**config.mk**
```make
export PLATFORM = sky130hd
export DESIGN_NAME = lsio_btn_ctrl
export DESIGN_NICKNAME = d
export VERILOG_FILES = /design/src/rtl/lsio_btn_ctrl.sv
export SDC_FILE = /design/constraint.sdc
export NUM_CORES = 1
export LEC_CHECK = 0
export CAP_MARGIN = 5
export CORE_MARGIN = 5
export CORE_UTILIZATION = 50
export CTS_CLUSTER_SIZE = 10
export DETAILED_ROUTE_END_ITERATION = 8
export HOLD_SLACK_MARGIN = 0.15
export MAX_ROUTING_LAYER = met4
export PLACE_DENSITY = 0.75
export SYNTH_ARGS = -nofsm -noshare
export SYNTH_HDL_FRONTEND = slang
export SYNTH_SLANG_ARGS = --single-unit
```
**constraint.sdc**
```tcl
create_clock -name clk_i -period 2.6 [get_ports clk_i]
set_clock_uncertainty 0.1 [all_clocks]
set_input_delay 0.39 -clock clk_i [delete_from_list [all_inputs] [get_ports clk_i]]
set_output_delay 0.39 -clock clk_i [all_outputs]
set_load 0.1 [all_outputs]
```
**src/rtl/lsio_btn_ctrl.sv**
```systemverilog
// lsio_btn_ctrl: front end for an array of NUM_BTN button trackers.
//   - Generates the shared 1 ms tick.
//   - Synchronises and debounces the raw pad inputs for the trackers.
//   - Runs a read-and-clear handshake so software sees each tracker's status atomically.
//   - Merges the trackers' long-press reset requests into one stretched reset pulse.
//
// Ports:
//   clk_i, rst_i       clock, asynchronous active-high reset
//   btn_raw_i          raw pad levels (asynchronous to clk_i)
//   one_ms_event_o     one-cycle 1 ms tick, shared with the trackers
//   btn_o              debounced levels, frozen per button during a read of that button
//   status_i           tracker status, button k at [6k+5:6k] = {was_pressed, longest_press}
//   clear_o            one-cycle clear strobe per tracker
//   reset_req_i        sticky tracker reset requests
//   rd_req_i/rd_idx_i  read request and button index, taken while rd_ready_o=1
//   rd_ready_o         read FSM idle
//   rd_valid_o         one-cycle response strobe
//   rd_data_o          captured status of the requested button
//   sys_rst_o          stretched system reset request
module lsio_btn_ctrl #(
    parameter int unsigned NUM_BTN      = 4,
    parameter int unsigned TICKS_PER_MS = 50000,
    parameter int unsigned DEBOUNCE_MS  = 8,
    parameter int unsigned RST_PULSE_MS = 16,
    localparam int unsigned IDX_W       = (NUM_BTN > 1) ? $clog2(NUM_BTN) : 1
) (
    input  logic                   clk_i,
    input  logic                   rst_i,
    input  logic [NUM_BTN-1:0]     btn_raw_i,
    output logic                   one_ms_event_o,
    output logic [NUM_BTN-1:0]     btn_o,
    input  logic [6*NUM_BTN-1:0]   status_i,
    output logic [NUM_BTN-1:0]     clear_o,
    input  logic [NUM_BTN-1:0]     reset_req_i,
    input  logic                   rd_req_i,
    input  logic [IDX_W-1:0]       rd_idx_i,
    output logic                   rd_ready_o,
    output logic                   rd_valid_o,
    output logic [5:0]             rd_data_o,
    output logic                   sys_rst_o
);

    localparam int unsigned TICK_W  = $clog2(TICKS_PER_MS);
    localparam int unsigned DB_W    = $clog2(DEBOUNCE_MS + 1);
    localparam int unsigned PULSE_W = $clog2(RST_PULSE_MS + 1);

    localparam logic [TICK_W-1:0]  TickLast  = TICK_W'(TICKS_PER_MS - 1);
    localparam logic [TICK_W-1:0]  TickPre   = TICK_W'(TICKS_PER_MS - 2);
    localparam logic [DB_W-1:0]    DbLast    = DB_W'(DEBOUNCE_MS - 1);
    localparam logic [PULSE_W-1:0] PulseLoad = PULSE_W'(RST_PULSE_MS);

    // ------------------------------------------------------------------
    // 1 ms tick
    // ------------------------------------------------------------------
    logic [TICK_W-1:0] tick_cnt_q;
    logic              tick_q;

    // tick_q is registered but still coincides with tick_cnt_q == TickLast.
    always_ff @(posedge clk_i or posedge rst_i) begin
        if (rst_i) begin
            tick_cnt_q <= '0;
            tick_q     <= 1'b0;
        end else begin
            tick_cnt_q <= (tick_cnt_q == TickLast) ? '0 : tick_cnt_q + 1'b1;
            tick_q     <= (tick_cnt_q == TickPre);
        end
    end

    assign one_ms_event_o = tick_q;

    // ------------------------------------------------------------------
    // Synchroniser and debouncer
    // ------------------------------------------------------------------
    logic [NUM_BTN-1:0] sync1_q, sync2_q, db_state_q;
    logic [DB_W-1:0]    db_cnt_q [NUM_BTN];

    always_ff @(posedge clk_i or posedge rst_i) begin
        if (rst_i) begin
            sync1_q    <= '0;
            sync2_q    <= '0;
            db_state_q <= '0;
            for (int i = 0; i < NUM_BTN; i++) begin
                db_cnt_q[i] <= '0;
            end
        end else begin
            sync1_q <= btn_raw_i;
            sync2_q <= sync1_q;
            if (tick_q) begin
                for (int i = 0; i < NUM_BTN; i++) begin
                    if (sync2_q[i] != db_state_q[i]) begin
                        if (db_cnt_q[i] == DbLast) begin
                            db_state_q[i] <= ~db_state_q[i];
                            db_cnt_q[i]   <= '0;
                        end else begin
                            db_cnt_q[i] <= db_cnt_q[i] + 1'b1;
                        end
                    end else begin
                        db_cnt_q[i] <= '0;
                    end
                end
            end
        end
    end

    // ------------------------------------------------------------------
    // Read-and-clear FSM
    // ------------------------------------------------------------------
    typedef enum logic [2:0] {StIdle, StWait, StCapture, StClear, StResp} rd_state_e;

    rd_state_e          rd_state_q;
    logic [IDX_W-1:0]   rd_idx_q;
    logic               rd_ready_q, rd_valid_q;
    logic [NUM_BTN-1:0] clear_q;
    logic [5:0]         rd_data_q;

    logic [5:0]         cap_data;
    logic [NUM_BTN-1:0] clr_sel;
    logic [NUM_BTN-1:0] hold;

    // An index that matches no button selects nothing: reads 0, clears nothing.
    // hold keeps btn_o[idx] at its accept-cycle value from the accept edge up to,
    // but not including, the RESP edge, which reloads the live debounced state.
    always_comb begin
        cap_data = '0;
        clr_sel  = '0;
        hold     = '0;
        for (int i = 0; i < NUM_BTN; i++) begin
            if (rd_idx_q == IDX_W'(i)) begin
                cap_data   = status_i[6*i +: 6];
                clr_sel[i] = 1'b1;
            end
            hold[i] = ((rd_state_q == StIdle) && rd_req_i && (rd_idx_i == IDX_W'(i))) ||
                      ((rd_state_q inside {StWait, StCapture, StClear}) &&
                       (rd_idx_q == IDX_W'(i)));
        end
    end

    always_ff @(posedge clk_i or posedge rst_i) begin
        if (rst_i) begin
            rd_state_q <= StIdle;
            rd_idx_q   <= '0;
            rd_ready_q <= 1'b1;
            rd_valid_q <= 1'b0;
            clear_q    <= '0;
            rd_data_q  <= '0;
        end else begin
            unique case (rd_state_q)
                StIdle: begin
                    if (rd_req_i) begin
                        rd_idx_q   <= rd_idx_i;
                        rd_ready_q <= 1'b0;
                        rd_state_q <= StWait;
                    end
                end
                // Lets a tracker commit that is already in flight land in status_i.
                StWait: begin
                    rd_state_q <= StCapture;
                end
                StCapture: begin
                    rd_data_q  <= cap_data;
                    clear_q    <= clr_sel;
                    rd_state_q <= StClear;
                end
                StClear: begin
                    clear_q    <= '0;
                    rd_valid_q <= 1'b1;
                    rd_state_q <= StResp;
                end
                StResp: begin
                    rd_valid_q <= 1'b0;
                    rd_ready_q <= 1'b1;
                    rd_state_q <= StIdle;
                end
                default: begin
                    rd_state_q <= StIdle;
                end
            endcase
        end
    end

    logic [NUM_BTN-1:0] btn_q;

    always_ff @(posedge clk_i or posedge rst_i) begin
        if (rst_i) begin
            btn_q <= '0;
        end else begin
            btn_q <= (btn_q & hold) | (db_state_q & ~hold);
        end
    end

    assign btn_o      = btn_q;
    assign clear_o    = clear_q;
    assign rd_ready_o = rd_ready_q;
    assign rd_valid_o = rd_valid_q;
    assign rd_data_o  = rd_data_q;

    // ------------------------------------------------------------------
    // Reset request arbiter
    // ------------------------------------------------------------------
    logic               armed_q, sys_rst_q;
    logic [PULSE_W-1:0] pulse_cnt_q;

    // Re-arming waits for the pulse to finish as well as for all requests to drop,
    // so only one pulse is ever in progress.
    always_ff @(posedge clk_i or posedge rst_i) begin
        if (rst_i) begin
            armed_q     <= 1'b1;
            sys_rst_q   <= 1'b0;
            pulse_cnt_q <= '0;
        end else if (armed_q && (|reset_req_i)) begin
            armed_q     <= 1'b0;
            sys_rst_q   <= 1'b1;
            pulse_cnt_q <= PulseLoad;
        end else begin
            if (sys_rst_q && tick_q) begin
                pulse_cnt_q <= pulse_cnt_q - 1'b1;
                if (pulse_cnt_q == PULSE_W'(1)) begin
                    sys_rst_q <= 1'b0;
                end
            end
            if (!armed_q && !sys_rst_q && (reset_req_i == '0)) begin
                armed_q <= 1'b1;
            end
        end
    end

    assign sys_rst_o = sys_rst_q;

endmodule

```
==> out/metrics.yaml <==
vias: 2451
critPathRequiredTime_ps: 2110
final_cell_area_sq_mm: 0.00413
insertion_delay_ps: 350
slew_viol_final: 0
grt_max_degree: 42
pwr-share-seq_pct: 41.6
syn_area_per_cell_sq_um: 11.2
r2r-start: "rd_state_q[0]"
globalplace.congestion: 0.781
yosysTopAreaCellShare_pct: 52.6
clock_power_share_pct: 21.4
wl_per_cell_um: 14.4
cp_top_family: "flip-flops"
finalCritPeriodShare_pct: 74.0
final_common_cell: "dfrtp_1"
synth_cells: 302
cellPowerDensity_mw_per_mm2: 845
core_sq_mm: 0.00668
crit_path_end_kind: "primary output"
route.met3.wl_um: 450
portBuffers: 54
hold_buffers: 0
grt_pass1_wl_um: 11000
hold_viol: 0
cts.sink_count: 73
p_total_mw: 3.49
cts.clk_slew.worst_paths_ps: 70
die-height_um: 92.2
r2r_cells: 4
met1_length_um: 3000
yosys.area.top_type: "dfrtp_1"
synth_nets: 347
worst_ir_drop_vdd_uv: 401
combPwrFrac_pct: 37.0
netlist_area_sq_mm: 0.00338
intPower_mw: 2.06
cts_tree: "yes"
rsz0062_at_grt: "no"
ant_nets: 0
hold_path.class: "in -> async"
max-slew-margin-rel_pct: 50.1
htree_levels: 3
antennaDiodeCount: 0
cts_root_buf: "clkbuf_8"
critPathSlowestCell: "dfrtp_1"
crit_chain: "buf_12"
ys_seq_elements: 73
die_w_um: 92.2
drive_gt1_share_pct: 16.4
finalWirelength_um: 6410
synth.distinct_cells: 46
grt.total_usage_pct: 16.8
clockBufferDepth: 2
placed_cell_area_sq_mm: 0.00398
cts_buffers: 9
min_period_ps: 1920
cts_setup_buffers: 0
p_sw_mw: 1.43
grt_antenna_before_repair: 0
layout_common_cells: "71 x dfrtp_1, 36 x clkdlybuf4s50_1, 32 x nand2_1"
dieArea_sq_mm: 0.00850
critical_path_arrival_ps: 1430
fmax_ghz: 0.520
initialDrtViolationCount: 81
crit_path_max_fanout: 24
setup_viol: 0
io_pins: 55
placedCellCount: 430
cts.repair.resized: 0
critPathMaxStageDelay_ps: 830
synth_area_leaders: "dfrtp_1 53%, mux2_2 5.0%, mux4_2 4.0%"
status: "finished, final reports clean"
wl_met2_um: 2860
maxCapViolations: 0
final.setup.tns_ps: 0
syn_to_final_growth_pct: 22.3
grt_pass1_vias: 2410
yosysWarnings: 0
nets: 406
r2r_slack_ps: 760
path_buf_inv: 1
cp-startpoint: "one_ms_event_o"
overflow: 0
drc: 0
p_leak_nw: 1.80
via_per_inst: 5.51
drt_pass1_iterations: 4
top_layer_used: "met4"
initial_core_util_pct: 50.6
start_kind: "flop"
path_class: "reg -> out"
yosysSeqAreaShare_pct: 54.1
switching_share_pct: 41.0
tightest_slew_ps: 749
layout.cells.non_filler: 445
postLayoutCoreUtil_pct: 61.9
hpwlAfterDp_um: 4670
placementRows: 30
-- Yosys cell counts, drive strengths merged --
cell	instances
or4	1
mux2i	1
o21ai	17
o2bb2ai	1
a22o	3
dfrtp	71
or2	1
clkbuf	3
and3	5
xor2	7
a22oi	1
nand3	13
or4b	1
a311oi	2
nand4	5
nor3	8
nor3b	3
buf	6
o211ai	1
nand2	32
a31o	1
o31ai	3
nor2	25
and4b	1
a21oi	3
and2	2
xnor2	14
ha	8
inv	18
dfstp	2
nor4b	3
a31oi	3
o22ai	4
a32oi	1
nor4	2
nand4b	2
o41ai	3
mux4	6
mux2	17
nor2b	1
nand3b	1
-- kinds of logic (layout without fill, tap and decap cells) --
family                     Yosys count  in the layout  share of synthesized area (%)
AOI/OAI and AO/OA                   43             43                           8.22
xor gates and xnor gates            21             21                           5.44
adders and majority gates            8              8                           2.96
buffers and inverters               27             90                           3.37
DFF                                 73             73                           54.1
muxes                               24             24                           9.96
and+or+nand+nor                    106            106                           15.9
-- metal layers --
layer  global-route usage (%)  vias to the layer above
met1                     20.9                     1178
met3                     5.91                       12
li1                         -                     1197
met4                     7.18                        0
met2                     25.1                       64
met5                        -                        -
-- cell type report --
class / count / area, sq um
tap: 80 / 100
timing repair buffer: 57 / 543
fill: 585 / 2550
multi-input combinational: 202 / 1440
sequential: 73 / 1830
clock buffer: 15 / 156
inverter: 18 / 67.6
-- metrics by stage --
stage	setup slack, ps	hold slack (ps)
4_1_cts	648	211
5_1_grt	562	224
3_3_place_gp	465	235
2_1_floorplan	260	231
3_5_place_dp	443	238
6_report	676	213
-- power by group through the flow --
stage               Clock, mW  Combinational, mW  Sequential, mW
floorplan                   0              0.523            1.96
global placement            0               1.28            1.46
detailed placement          0               1.30            1.47
CTS                     0.781               1.30            1.45
global route            0.836               1.35            1.47
finish                  0.749               1.29            1.45
-- sequential cells by signal, indices dropped and copies added, names as in the netlist, named ones only --
signal	count
armed_q	1
clear_o	4
db_cnt_q	16
db_state_q	4
one_ms_event_o	1
pulse_cnt_q	5
rd_data_o	6
rd_idx_q	2
rd_ready_o	1
rd_state_q	3
rd_valid_o	1
sync1_q	4
sync2_q	4
sys_rst_o	1
tick_cnt_q	16
-- how the worst max path moves through the flow --
stage / end / slack [ps] / cells past startpoint
2_1_floorplan: asynchronous set/reset pin / 260 / 1
3_3_place_gp: flop / 460 / 5
3_5_place_dp: flop / 440 / 5
4_1_cts: one_ms_event_o / 650 / 1
5_1_grt: one_ms_event_o / 560 / 1
6_report: one_ms_event_o / 680 / 1
Power figures use the tool's default switching activity.
